### src/rtl/xdma_pkg.sv
// Shared types and constants for the XDMA write engine.
// The request struct mirrors the 43-bit request bus layout {len, addr}.
package xdma_pkg;

    localparam int XDMA_ADDR_W = 32;
    localparam int XDMA_LEN_W  = 11;
    localparam int BEAT_BYTES  = 16;

    typedef struct packed {
        logic [XDMA_LEN_W-1:0]  len;
        logic [XDMA_ADDR_W-1:0] addr;
    } xdma_req_t;

    typedef enum logic [1:0] {
        ST_IDLE = 2'd0,
        ST_DATA = 2'd1,
        ST_DONE = 2'd2
    } xdma_state_e;

endpackage

### src/rtl/xdma_wr_if.sv
// Request, write-data, memory and completion signals of the XDMA write engine.
// Handshake rule on every channel: a transfer happens on a cycle with valid=1 and stall=0.
interface xdma_wr_if #(
    parameter int ADDR_W = 32,
    parameter int LEN_W  = 11
);
    logic [LEN_W+ADDR_W-1:0] s0_xdfil2dma_req_data;
    logic                    s0_xdfil2dma_req_valid;
    logic                    s0_xdfil2dma_req_stall;
    logic [LEN_W+ADDR_W-1:0] s1_xdfil2dma_req_data;
    logic                    s1_xdfil2dma_req_valid;
    logic                    s1_xdfil2dma_req_stall;
    logic [127:0]            xdfil2dma_wr_data;
    logic                    xdfil2dma_wr_valid;
    logic                    xdfil2dma_wr_stall;
    logic                    dma_mem_wen;
    logic [ADDR_W-1:0]       dma_mem_waddr;
    logic [127:0]            dma_mem_wdata;
    logic                    dma_mem_stall;
    logic                    dma2xdfil_done_valid;
    logic                    dma2xdfil_done_id;
    logic                    xdma_intr;
    logic                    xdma_intr_clr;

    modport slave (
        input  s0_xdfil2dma_req_data, s0_xdfil2dma_req_valid,
        input  s1_xdfil2dma_req_data, s1_xdfil2dma_req_valid,
        input  xdfil2dma_wr_data, xdfil2dma_wr_valid, dma_mem_stall, xdma_intr_clr,
        output s0_xdfil2dma_req_stall, s1_xdfil2dma_req_stall, xdfil2dma_wr_stall,
        output dma_mem_wen, dma_mem_waddr, dma_mem_wdata,
        output dma2xdfil_done_valid, dma2xdfil_done_id, xdma_intr
    );

    modport master (
        output s0_xdfil2dma_req_data, s0_xdfil2dma_req_valid,
        output s1_xdfil2dma_req_data, s1_xdfil2dma_req_valid,
        output xdfil2dma_wr_data, xdfil2dma_wr_valid, dma_mem_stall, xdma_intr_clr,
        input  s0_xdfil2dma_req_stall, s1_xdfil2dma_req_stall, xdfil2dma_wr_stall,
        input  dma_mem_wen, dma_mem_waddr, dma_mem_wdata,
        input  dma2xdfil_done_valid, dma2xdfil_done_id, xdma_intr
    );
endinterface

### src/rtl/xdma_rr_arb.sv
// Two-requester round-robin arbiter; the pointer moves only when a grant is accepted.
// Out of reset stream 0 wins a tie.
module xdma_rr_arb (
    input  logic       clk,
    input  logic       rst_n,
    input  logic [1:0] req,
    input  logic       update,
    output logic [1:0] grant
);
    // Stream granted most recently; starts at 1 so stream 0 is favoured first.
    logic last_id;

    always_comb begin
        grant = req;
        if (req == 2'b11) begin
            grant = last_id ? 2'b01 : 2'b10;
        end
    end

    always_ff @(posedge clk or negedge rst_n) begin
        if (!rst_n) begin
            last_id <= 1'b1;
        end else if (update) begin
            last_id <= grant[1];
        end
    end
endmodule

### src/rtl/xdma_wr.sv
// Two-stream DMA write engine: arbitrates a burst request, streams its 16-byte
// beats to the memory port, then pulses a completion tagged with the stream id.
module xdma_wr
    import xdma_pkg::*;
#(
    parameter int ADDR_W = 32,
    parameter int LEN_W  = 11
) (
    input  logic        xdma_clk,
    input  logic        xdma_rst_n,
    xdma_wr_if.slave    bus,
    output xdma_state_e state_dbg
);
    xdma_state_e       state, state_nxt;
    logic [LEN_W-1:0]  cnt;
    logic [ADDR_W-1:0] addr_q;
    logic              id_q;
    logic              intr_q;
    logic [1:0]        req_vec;
    logic [1:0]        grant;
    logic              accept;
    logic              beat;
    logic              misalign;
    xdma_req_t         req_sel;

    // Requests are only visible to the arbiter while idle and out of reset,
    // so both request stalls read 1 during reset and in DATA/DONE.
    assign req_vec = {bus.s1_xdfil2dma_req_valid, bus.s0_xdfil2dma_req_valid}
                   & {2{(state == ST_IDLE) & xdma_rst_n}};

    xdma_rr_arb u_arb (
        .clk    (xdma_clk),
        .rst_n  (xdma_rst_n),
        .req    (req_vec),
        .update (accept),
        .grant  (grant)
    );

    assign accept   = |grant;
    assign req_sel  = grant[1] ? xdma_req_t'(bus.s1_xdfil2dma_req_data)
                               : xdma_req_t'(bus.s0_xdfil2dma_req_data);
    assign misalign = accept & (|req_sel.addr[3:0]);
    assign beat     = (state == ST_DATA) & bus.xdfil2dma_wr_valid & ~bus.dma_mem_stall;

    always_comb begin
        state_nxt = state;
        case (state)
            ST_IDLE: if (accept) state_nxt = (req_sel.len == '0) ? ST_DONE : ST_DATA;
            ST_DATA: if (beat && cnt == LEN_W'(1)) state_nxt = ST_DONE;
            ST_DONE: state_nxt = ST_IDLE;
            default: state_nxt = ST_IDLE;
        endcase
    end

    always_ff @(posedge xdma_clk or negedge xdma_rst_n) begin
        if (!xdma_rst_n) begin
            state  <= ST_IDLE;
            cnt    <= '0;
            addr_q <= '0;
            id_q   <= 1'b0;
            intr_q <= 1'b0;
        end else begin
            state <= state_nxt;
            if (accept) begin
                addr_q <= {req_sel.addr[ADDR_W-1:4], 4'b0000};
                cnt    <= req_sel.len;
                id_q   <= grant[1];
            end else if (beat) begin
                addr_q <= addr_q + ADDR_W'(BEAT_BYTES);
                cnt    <= cnt - LEN_W'(1);
            end
            // A new misalign event outranks a coincident clear.
            if (misalign) begin
                intr_q <= 1'b1;
            end else if (bus.xdma_intr_clr) begin
                intr_q <= 1'b0;
            end
        end
    end

    assign bus.s0_xdfil2dma_req_stall = ~grant[0];
    assign bus.s1_xdfil2dma_req_stall = ~grant[1];
    assign bus.xdfil2dma_wr_stall     = (state != ST_DATA) | bus.dma_mem_stall;
    assign bus.dma_mem_wen            = (state == ST_DATA) & bus.xdfil2dma_wr_valid;
    assign bus.dma_mem_waddr          = addr_q;
    assign bus.dma_mem_wdata          = bus.xdfil2dma_wr_data;
    assign bus.dma2xdfil_done_valid   = (state == ST_DONE);
    assign bus.dma2xdfil_done_id      = id_q;
    assign bus.xdma_intr              = intr_q;
    assign state_dbg                  = state;
endmodule

### src/flat_wrapper.sv
// flat-port wrapper written by rule: the top's interface ports become plain ports
module xdma_wr_flat import xdma_pkg::*;
#(
    parameter int ADDR_W = 32,
    parameter int LEN_W  = 11
)
  (xdma_clk, xdma_rst_n, state_dbg, bus_s0_xdfil2dma_req_data, bus_s0_xdfil2dma_req_valid, bus_s1_xdfil2dma_req_data, bus_s1_xdfil2dma_req_valid, bus_xdfil2dma_wr_data, bus_xdfil2dma_wr_valid, bus_dma_mem_stall, bus_xdma_intr_clr, bus_s0_xdfil2dma_req_stall, bus_s1_xdfil2dma_req_stall, bus_xdfil2dma_wr_stall, bus_dma_mem_wen, bus_dma_mem_waddr, bus_dma_mem_wdata, bus_dma2xdfil_done_valid, bus_dma2xdfil_done_id, bus_xdma_intr);
  xdma_wr_if #(.ADDR_W(ADDR_W), .LEN_W(LEN_W)) bus_i ();
  input  logic xdma_clk;
  input  logic xdma_rst_n;
  output xdma_state_e state_dbg;
  input wire logic [$bits(bus_i.s0_xdfil2dma_req_data)-1:0] bus_s0_xdfil2dma_req_data;
  input wire logic [$bits(bus_i.s0_xdfil2dma_req_valid)-1:0] bus_s0_xdfil2dma_req_valid;
  input wire logic [$bits(bus_i.s1_xdfil2dma_req_data)-1:0] bus_s1_xdfil2dma_req_data;
  input wire logic [$bits(bus_i.s1_xdfil2dma_req_valid)-1:0] bus_s1_xdfil2dma_req_valid;
  input wire logic [$bits(bus_i.xdfil2dma_wr_data)-1:0] bus_xdfil2dma_wr_data;
  input wire logic [$bits(bus_i.xdfil2dma_wr_valid)-1:0] bus_xdfil2dma_wr_valid;
  input wire logic [$bits(bus_i.dma_mem_stall)-1:0] bus_dma_mem_stall;
  input wire logic [$bits(bus_i.xdma_intr_clr)-1:0] bus_xdma_intr_clr;
  output wire logic [$bits(bus_i.s0_xdfil2dma_req_stall)-1:0] bus_s0_xdfil2dma_req_stall;
  output wire logic [$bits(bus_i.s1_xdfil2dma_req_stall)-1:0] bus_s1_xdfil2dma_req_stall;
  output wire logic [$bits(bus_i.xdfil2dma_wr_stall)-1:0] bus_xdfil2dma_wr_stall;
  output wire logic [$bits(bus_i.dma_mem_wen)-1:0] bus_dma_mem_wen;
  output wire logic [$bits(bus_i.dma_mem_waddr)-1:0] bus_dma_mem_waddr;
  output wire logic [$bits(bus_i.dma_mem_wdata)-1:0] bus_dma_mem_wdata;
  output wire logic [$bits(bus_i.dma2xdfil_done_valid)-1:0] bus_dma2xdfil_done_valid;
  output wire logic [$bits(bus_i.dma2xdfil_done_id)-1:0] bus_dma2xdfil_done_id;
  output wire logic [$bits(bus_i.xdma_intr)-1:0] bus_xdma_intr;
  assign bus_i.s0_xdfil2dma_req_data = bus_s0_xdfil2dma_req_data;
  assign bus_i.s0_xdfil2dma_req_valid = bus_s0_xdfil2dma_req_valid;
  assign bus_i.s1_xdfil2dma_req_data = bus_s1_xdfil2dma_req_data;
  assign bus_i.s1_xdfil2dma_req_valid = bus_s1_xdfil2dma_req_valid;
  assign bus_i.xdfil2dma_wr_data = bus_xdfil2dma_wr_data;
  assign bus_i.xdfil2dma_wr_valid = bus_xdfil2dma_wr_valid;
  assign bus_i.dma_mem_stall = bus_dma_mem_stall;
  assign bus_i.xdma_intr_clr = bus_xdma_intr_clr;
  assign bus_s0_xdfil2dma_req_stall = bus_i.s0_xdfil2dma_req_stall;
  assign bus_s1_xdfil2dma_req_stall = bus_i.s1_xdfil2dma_req_stall;
  assign bus_xdfil2dma_wr_stall = bus_i.xdfil2dma_wr_stall;
  assign bus_dma_mem_wen = bus_i.dma_mem_wen;
  assign bus_dma_mem_waddr = bus_i.dma_mem_waddr;
  assign bus_dma_mem_wdata = bus_i.dma_mem_wdata;
  assign bus_dma2xdfil_done_valid = bus_i.dma2xdfil_done_valid;
  assign bus_dma2xdfil_done_id = bus_i.dma2xdfil_done_id;
  assign bus_xdma_intr = bus_i.xdma_intr;
  xdma_wr #(.ADDR_W(ADDR_W), .LEN_W(LEN_W)) u_core (.xdma_clk(xdma_clk), .xdma_rst_n(xdma_rst_n), .bus(bus_i), .state_dbg(state_dbg));
endmodule
### config.mk
export PLATFORM = sky130hd
export DESIGN_NAME = xdma_wr_flat
export DESIGN_NICKNAME = d
export VERILOG_FILES = /design/src/rtl/xdma_pkg.sv /design/src/rtl/xdma_wr_if.sv /design/src/rtl/xdma_rr_arb.sv /design/src/rtl/xdma_wr.sv /design/src/flat_wrapper.sv
export SDC_FILE = /design/constraint.sdc
export NUM_CORES = 1
export LEC_CHECK = 0
export ABC_AREA = 1
export CORE_AREA = 2 2 153 155
export CTS_CLUSTER_SIZE = 40
export DETAILED_ROUTE_END_ITERATION = 16
export DIE_AREA = 0 0 155 157
export PLACE_DENSITY_LB_ADDON = 0.12
export SLEW_MARGIN = 20
export SYNTH_ARGS = -nofsm -noshare
export SYNTH_HDL_FRONTEND = slang
export SYNTH_SLANG_ARGS = --single-unit
### constraint.sdc
create_clock -name xdma_clk -period 2.3 [get_ports xdma_clk]
set_clock_uncertainty 0.05 [all_clocks]
set_input_delay 0.46 -clock xdma_clk [delete_from_list [all_inputs] [get_ports xdma_clk]]
set_output_delay 0.46 -clock xdma_clk [all_outputs]
set_load 0.005 [all_outputs]
==> metrics.txt, run 1 <==
Crit Path Class=in -> out; sequential cell area=0.00110 sq mm; Clock Sinks=44; CP cell instances=clkdlybuf4s50_1, nand2_1, nand2_2, inv_2, nand2_4, clkdlybuf4s50_1; register area share after synthesis=23.9%; Pre-antenna DRT Iters=4; Max Cap Viol=0; post-synth cell types=42; Least-Margin Pin Slew=610 ps; fill cell count=2510; vias in the first global route=4404; final hold vios=0; CP max FO=4; final worst path period need=2230 ps; Critical Path Slowest Stage Cell=clkdlybuf4s50_1; Post-Synthesis Cell Area=0.00462 sq mm; CP required=1790 ps; htree depth=2; Synth top area share=23.3%; NumNets Final=939; cell total after placement=991; DR vias=4194; Overall Global Routing Usage=12.6%; Die X=155 um; ys flop type=dfrtp_1; Hold WS=306 ps; initial core utilization=20.5%; Critical Path Source Type=primary input; number of enable flip-flop cells after synthesis=0; RSZ-0062 raised after global routing=no; Gate Count Post-Synth=702; Most Crowded Layer GR=met2; Inserted Clock Buffers=5; DRT Wirelength=15.5 mm; DRC viols=0; Worst-Skew Late Latency=300 ps; die area=0.0243 sq mm; Setup violations, final=0; area of the multi-input gates=0.00213 sq mm; cell row count=55; Reg clk slew, reported paths=60 ps; routing usage on met3=3.55%; Area contributors post-synth=dfrtp_1 (23%), buf_4 (22%), nand2_1 (15%); worst hold-check path type=in -> async; post-route antenna net violation count=0; leakage=2.45 nW; GR Util met1=14.8%; Post-Place Setup Slack=-0.752 ps; CTS tree=done; core area=0.0225 sq mm; number of synthesized register bits=44; Fmax achieved=448 MHz; fraction of layout cells with a size suffix above 1=9.50%; vias per cell=4.19; gr ovfl total=0; average size of a mapped cell=6.58 sq um; CP arrival=1720 ps; min setup slack post-route=66.8 ps; Resize count post-CTS=0; crit share post-route=97.1%; die height=157 um; met2 usage=22.6%; Final Wtd Congestion=0.776; largest area contributor in the netlist=dfrtp_1; largest net degree at the start of global routing=43; Power Density=926 mW/mm^2; Clock Path Buffers=2; ANT cells=0; CTS Root Cell=clkbuf_16; Worst setup EP type=output pin; IO Port Bufs=129; Slew Viols, Final=0; drt wl/cell=15.4 um; YS warnings=0; worst vdd ir=0.274 mV; Layout Cells excl Fill=1001; Post-synth ARST share=100%; first-pass GRT wire length=23.9 mm; Worst slew margin=59.3%; status=finished, final reports clean; DR iter-0 viols=252; P&R area growth vs syn=20.5%; Design Power=5.15 mW; initial antenna violation count=0; Final HPWL DP=12.2 mm; most frequent CP cell=clkdlybuf4s50_1; io pins=390; Max stage delay on crit path=500 ps
## report_power, final
group / internal [mW] / switching (mW)
combinational: 1.36 / 1.44
clock: 0.429 / 0.331
sequential: 1.13 / 0.463
total: 2.92 / 2.23
## placed cells by master (no fill, tap or decap), types with 2 or more instances in the layout
cell / instances
xnor2_1: 4
o21ai_0: 33
nand3_2: 2
a21oi_1: 24
o221ai_1: 2
a31oi_1: 2
clkdlybuf4s50_1: 128
nor3_1: 11
nand2_4: 3
buf_12: 7
nor2_1: 69
dfrtp_1: 43
buf_4: 19
nor2_2: 4
o21bai_1: 3
nand3_1: 37
inv_1: 61
ha_1: 3
nand4_1: 7
or2_2: 2
nor2_4: 5
nand2_2: 5
inv_2: 4
o211ai_1: 5
clkinv_2: 3
xor2_1: 7
conb_1: 4
o21ai_1: 11
o21ai_2: 2
clkbuf_16: 5
nand2_1: 181
nand3b_1: 7
## flip-flops by register name, summed over array words and instances (netlist names)
signal / flops
u_core.bus.xdma_intr: 1
u_core.cnt: 11
u_core.state_dbg: 2
u_core.bus.dma2xdfil_done_id: 1
u_core.bus.dma_mem_waddr: 28
u_core.u_arb.last_id: 1
## cells by family after synthesis
| family | count (synthesis) | share of synthesized area [%] |
|---|---|---|
| flops | 44 | 23.9 |
| buf+inv | 219 | 30.2 |
| simple gates | 335 | 31.8 |
| fa+ha+maj | 3 | 0.813 |
| xor+xnor | 11 | 2.09 |
| compound gates | 89 | 11.1 |
| other cells | 1 | 0.0812 |
## area by class of cell
class                           count  area share, %
Timing Repair Buffer              156           28.4
Sequential cell                    44           19.8
Clock inverter                      2          0.180
Inverter                           66           4.47
Multi-Input combinational cell    442           38.3
Tap cell                          285           6.41
Clock buffer                        6           2.50
## per-stage QoR
stage	instance area [sq um]	util, %	TNS [ps]
global route	5570	24.7	0
CTS	5570	24.7	0
finish	5570	24.7	0
floorplan	4630	-	0
detailed placement	5400	24.0	-0.752
global placement	5400	24.0	0
## path summary, 6_finish.rpt
kind,start,endpoint,slack [ps],cells past startpoint
min,xdma_rst_n,u_core.cnt[0],310,2
min in group xdma_clk,u_core.bus.dma2xdfil_done_id,u_core.bus.dma2xdfil_done_id,450,2
max,bus_s0_xdfil2dma_req_valid,bus_s1_xdfil2dma_req_stall,70,6
max in group asynchronous,xdma_rst_n,u_core.bus.dma_mem_waddr[21],1480,2
max reg2reg,u_core.state_dbg[0],u_core.bus.dma_mem_waddr[5],410,7
min reg2reg,u_core.bus.dma2xdfil_done_id,u_core.bus.dma2xdfil_done_id,450,2
## worst max-delay path: cells and delay by family
kind / cells / cell delay (ps)
AND/OR/NAND/NOR: 3 / 230
buffers and inverters: 3 / 1030
## cells in the mapped netlist (4+ instances only)
master	n
o211ai_1	5
dfrtp_1	43
nor3_1	11
nand2_2	5
a21oi_1	24
xnor2_1	4
nand4_1	7
xor2_1	7
inv_2	4
nor2_2	4
o21ai_1	11
inv_1	61
buf_6	5
buf_2	11
o21ai_0	33
nand3b_1	7
buf_4	136
nand3_1	37
nor2_4	5
nor2_1	69
nand2_1	181
## metal layers
metal,share of wire (%),up-vias
li1,-,2108
met2,49,153
met3,7.0,27
met5,0,-
met1,43,1906
met4,1.5,0
## timing repair
action	in CTS	in global routing
endpoints found under the setup margin	1	0
setup buffers	1	0
endpoints found under the hold margin	2	0
hold buffers	1	0
Note: power is estimated with default switching activity, not from simulation.
==> run 2, diff against run 1 <==
Settings changed: CORE_AREA 2 2 153 155 to 2 2 151 153, CTS_BUF_LIST from default to sky130_fd_sc_hd__clkbuf_8, DIE_AREA 0 0 155 157 to 0 0 153 155.
==> run 2 against run 1 <==
Against the previous run: combinational power shrank 1%; flip-flop and latch count unchanged; final cell count is 0.30% lower; cell area shrank 2.0%; die area fell by 2.5%; non-clock buffer count shrank 3; hold slack lost 33 ps; first-iteration DRC count down 14%; count of clock-buffer cells in the layout down 1; power fell by 5.7%; sequential share of layout area increased by 0.44 points; worst setup slack better by 34 ps; critical endpoint is now bus_s0_xdfil2dma_req_stall; largest cell class unchanged; largest power group unchanged; highest routed layer unchanged.
==> metrics.txt, run 2 (synthesis gave the netlist of run 1 again) <==
leakage=2.40 nW; Clock Sinks=44; routing usage on met3=3.12%; Setup violations, final=0; Combinational Power Share=56.7%; GR Util met1=15.1%; first-pass GRT wire length=24.4 mm; DR iter-0 viols=216; vias in the first global route=4558; Most Crowded Layer GR=met2; cell row count=55; NumNets Final=936; post-route antenna net violation count=0; Reg clk slew, reported paths=90 ps; Critical Path Slowest Stage Cell=clkdlybuf4s50_1; Worst-Skew Late Latency=330 ps; Resize count post-CTS=0; fraction of layout cells with a size suffix above 1=9.12%; IO Port Bufs=129; die area=0.0237 sq mm; Hold WS=272 ps; ANT cells=0; Critical Path Source Type=primary input; Final Wtd Congestion=0.788; DR vias=4214; initial core utilization=20.8%; postcts setup bufs=0; CP arrival=1690 ps; Clock Path Buffers=2; Reg power frac=32.6%; commonest cells after routing, fill and taps aside=nand2_1 (181), clkdlybuf4s50_1 (127), nor2_1 (69), inv_1 (63), dfrtp_1 (42); Power Density=891 mW/mm^2; worst vdd ir=0.224 mV; CP max FO=4; final hold vios=0; RSZ-0062 raised after global routing=no; CTS Root Cell=clkbuf_8; Overall Global Routing Usage=12.9%; total internal power=2.67 mW; Worst slew margin=57.0%; Final HPWL DP=12.0 mm; largest net degree at the start of global routing=45; most frequent CP cell=clkdlybuf4s50_1; Critical path buffers and inverters=3; die height=155 um; worst hold-check path type=in -> async; Max stage delay on crit path=470 ps; DRC viols=0; status=finished, final reports clean; Fmax achieved=455 MHz; Slew Viols, Final=0; CTS tree=done; Crit Path Class=in -> out; initial antenna violation count=0; met2 usage=22.8%; Least-Margin Pin Slew=645 ps; fill cell count=2490; CP required=1790 ps; final worst path period need=2200 ps; max FFs per register=28; clock network power share=10.7%; Inserted Clock Buffers=5; hold buffers post-CTS=0; htree depth=2; crit share post-route=95.6%; fin util=24.5%; vias per cell=4.22; gr ovfl total=0; commonest non-fill, non-tap cell in the layout=nand2_1; drt wl/cell=15.1 um; Max Cap Viol=0; Pre-antenna DRT Iters=4; DRT Wirelength=15.1 mm; Worst setup EP type=output pin; Die X=153 um; CP cell instances=clkdlybuf4s50_1, inv_1, a21oi_2, nand2_4, clkdlybuf4s50_1; switching part of the total=45.0%; family with the most delay on the worst path=buffers and inverters; P&R area growth vs syn=18.1%; Psw=2.19 mW; core area=0.0222 sq mm; io pins=390
==> run 2: cell count changes in the layout (fill, tap and decap cells not counted) <==
cell             change
clkinv_2             -1
inv_1                +2
clkbuf_16            -5
dfrtp_1              -1
dlygate4sd3_1        -1
buf_12               -2
dfrtp_2              +1
clkbuf_8             +4
dlymetal6s2s_1       +1
clkdlybuf4s50_1      -1
==> run 2: worst paths after layout <==
check	start	endpoint	slack (ps)	cells past startpoint
hold / removal	xdma_rst_n	u_core.bus.dma2xdfil_done_id	270	2
hold reg to reg	u_core.bus.dma2xdfil_done_id	u_core.bus.dma2xdfil_done_id	440	2
setup reg to reg	u_core.bus.dma_mem_waddr[5]	u_core.bus.dma_mem_waddr[16]	330	10
max in group asynchronous	xdma_rst_n	u_core.state_dbg[0]	1470	2
setup / recovery	bus_s0_xdfil2dma_req_valid	bus_s0_xdfil2dma_req_stall	100	5
min in group xdma_clk	u_core.bus.dma2xdfil_done_id	u_core.bus.dma2xdfil_done_id	440	2
==> run 2: power groups by stage <==
| stage | clock [mW] | sequential [mW] | combinational (mW) |
|---|---|---|---|
| detailed placement | 0 | 1.60 | 2.81 |
| floorplan | 0 | 1.49 | 1.72 |
| global route | 0.576 | 1.67 | 3.13 |
| finish | 0.519 | 1.58 | 2.76 |
| CTS | 0.550 | 1.59 | 2.83 |
| global placement | 0 | 1.61 | 2.80 |
==> run 2: layout make-up <==
type	count	area, sq um	share of cell area [%]
inverters	66	249	4.57
multi-input cells	442	2130	39.1
flip-flops and latches	44	1100	20.2
well taps	285	357	6.54
clock inverters	3	12.5	0.230
clock buffers	5	68.8	1.26
repair buffers	153	1530	28.1
==> run 2: per-layer routing <==
layer	vias up	routed length, um	share of wire (%)
met1	1900	6310	42
met3	59	907	6.0
met2	146	7450	49
met5	-	0	0
li1	2109	-	-
met4	0	409	2.7
==> run 2: metrics by stage <==
stage	instance area, sq um	setup TNS [ps]	power, mW	instances	setup slack [ps]
final	5450	0	4.86	998	101
after global routing	5450	0	5.38	998	19.2
after CTS	5450	0	4.97	998	15.8
after detailed placement	5370	-46.5	4.42	990	-46.5
after global placement	5370	-37.0	4.41	990	-37.0
after floorplan	4630	0	3.21	705	640
==> run 2: worst reg2reg max path, stage by stage, from the launching register on <==
cell,delay [ps]
dfrtp_1,430
ha_1,210
nand3_2,120
nor2_4,210
nand3_1,180
nor3_1,360
nor2_1,70
nand2_1,100
nand2_1,50
nand2_1,50
nand2_1,40
==> run 3, diff against run 2 <==
Settings changed: RECOVER_POWER from default to 100.
==> run 3 against run 2 <==
Against the previous run: clock power is essentially flat; core utilization is 0.19 points lower; die area did not move; critical endpoint unchanged; cell area is 0.78% lower; final cell count did not move; first-iteration DRC count is 13% higher; critical path type unchanged; worst setup slack improved by 17 ps; wire length hardly changed.
==> metrics.txt, run 3 (synthesis gave the netlist of run 1 again) <==
fraction of layout cells with a size suffix above 1=7.71%; final hold vios=0; CP max FO=4; status=finished, final reports clean; Setup violations, final=0; Crit Path Class=in -> out; Overall Global Routing Usage=12.9%; area of the multi-input gates=0.00211 sq mm; dpl cell area=0.00537 sq mm; htree depth=2; Critical Path Slowest Stage Cell=clkdlybuf4s50_1; total internal power=2.56 mW; hold path depth=2; Fmax achieved=458 MHz; CP required=1790 ps; max FFs per register=28; Slew Viols, Final=0; Pre-antenna DRT Iters=4; vias in the first global route=4558; sequential cell area=0.00110 sq mm; clock network power share=11.0%; initial core utilization=20.8%; first-pass GRT wire length=24.4 mm; post-route antenna net violation count=0; CP cell instances=clkdlybuf4s50_1, inv_1, a21oi_2, nand2_4, clkdlybuf4s50_1; drt wl/cell=15.1 um; leakage=2.39 nW; Combinational Power Share=55.7%; commonest non-fill, non-tap cell in the layout=nand2_1; Worst slew margin=17.1%; io pins=390; cell row count=55; die area=0.0237 sq mm; R2R depth=10; largest net degree at the start of global routing=45; DRC viols=0; worst hold-check path type=reg -> reg; fill cell count=2495; Least-Margin Pin Slew=1240 ps; DRT Wirelength=15.1 mm; Worst-Skew Late Latency=330 ps; Psw=2.16 mW; Design Power=4.71 mW; final instance area=0.00541 sq mm; Top Layer Used=met4; commonest cells after routing, fill and taps aside=nand2_1 (183), clkdlybuf4s50_1 (94), nor2_1 (70), inv_1 (64), dfrtp_1 (42); Reg power frac=33.3%; crit share post-route=94.9%; Max stage delay on crit path=470 ps; Hold WS=432 ps; CTS tree=done; most frequent CP cell=clkdlybuf4s50_1; NumNets Final=936; Critical Path Source Type=primary input; Max Cap Viol=0; die height=155 um; Clock Path Buffers=2; DR iter-0 viols=245; Inserted Clock Buffers=5; final worst path period need=2180 ps; worst vdd ir=0.209 mV; core area=0.0222 sq mm; switching part of the total=45.8%; vias per cell=4.20; met2 WL post-DR=7.45 mm; Final Wtd Congestion=0.788; Die X=153 um; DR vias=4196; met1 WL=6.32 mm; CTS Root Cell=clkbuf_8; ANT cells=0; Routed met3 length=888 um; Reg clk slew, reported paths=90 ps; IO Port Bufs=129; CP arrival=1670 ps; initial antenna violation count=0; Clock Sinks=44; gr ovfl total=0; Worst setup EP type=output pin; RSZ-0062 raised after global routing=no; P&R area growth vs syn=17.2%; hold buffers post-CTS=0; Final HPWL DP=12.0 mm; Power Density=872 mW/mm^2
-- run 3: metrics by stage --
stage	TNS, ps	util (%)	setup slack (ps)	std cells
after floorplan	0	-	640	705
after global placement	-37.0	24.1	-37.0	990
after detailed placement	-46.5	24.1	-46.5	990
after CTS	0	24.5	15.8	998
after global routing	0	24.3	20.3	998
final	0	24.3	117	998
-- run 3: layer usage --
metal	up-vias	global-route usage [%]
met5	-	0
met4	0	4.89
met3	59	3.12
met2	143	22.8
met1	1886	15.1
li1	2108	-
-- run 3: worst max-delay path: cells and delay by family --
family	cells	cell delay [ps]
buffers and inverters	3	970
AND/OR/NAND/NOR	1	80
AO/OA/AOI/OAI	1	160
-- run 3: path summary, 6_finish.rpt --
| kind | start | end | slack (ps) |
|---|---|---|---|
| worst max-delay path | bus_s0_xdfil2dma_req_valid | bus_s0_xdfil2dma_req_stall | 120 |
| worst min-delay path | u_core.bus.dma2xdfil_done_id | u_core.bus.dma2xdfil_done_id | 430 |
| worst max register to register | u_core.state_dbg[0] | u_core.bus.dma_mem_waddr[26] | 260 |
| worst min register to register | u_core.bus.dma2xdfil_done_id | u_core.bus.dma2xdfil_done_id | 430 |
| max in group asynchronous | xdma_rst_n | u_core.state_dbg[0] | 780 |
| min in group asynchronous | xdma_rst_n | u_core.cnt[4] | 600 |
-- run 3: area by class of cell --
cell class                 instances  area share, %
inverter                          66           4.60
sequential                        44           20.4
clock buffer                       5           1.27
timing repair buffer             153           27.9
tap                              285           6.59
multi-input combinational        442           39.0
clock inverter                     3          0.231
-- run 3: repair_timing --
item | in CTS | in global routing
buffers inserted | 0 | 0
gates resized for setup | 0 | 2
endpoints found under the setup margin | 0 | 2
-- run 3: power by group through the flow --
stage	combinational [mW]	sequential, mW	clock (mW)
5_1_grt	3.01	1.66	0.576
3_5_place_dp	2.81	1.60	0
4_1_cts	2.83	1.59	0.550
6_report	2.63	1.57	0.519
3_3_place_gp	2.80	1.61	0
2_1_floorplan	1.72	1.49	0
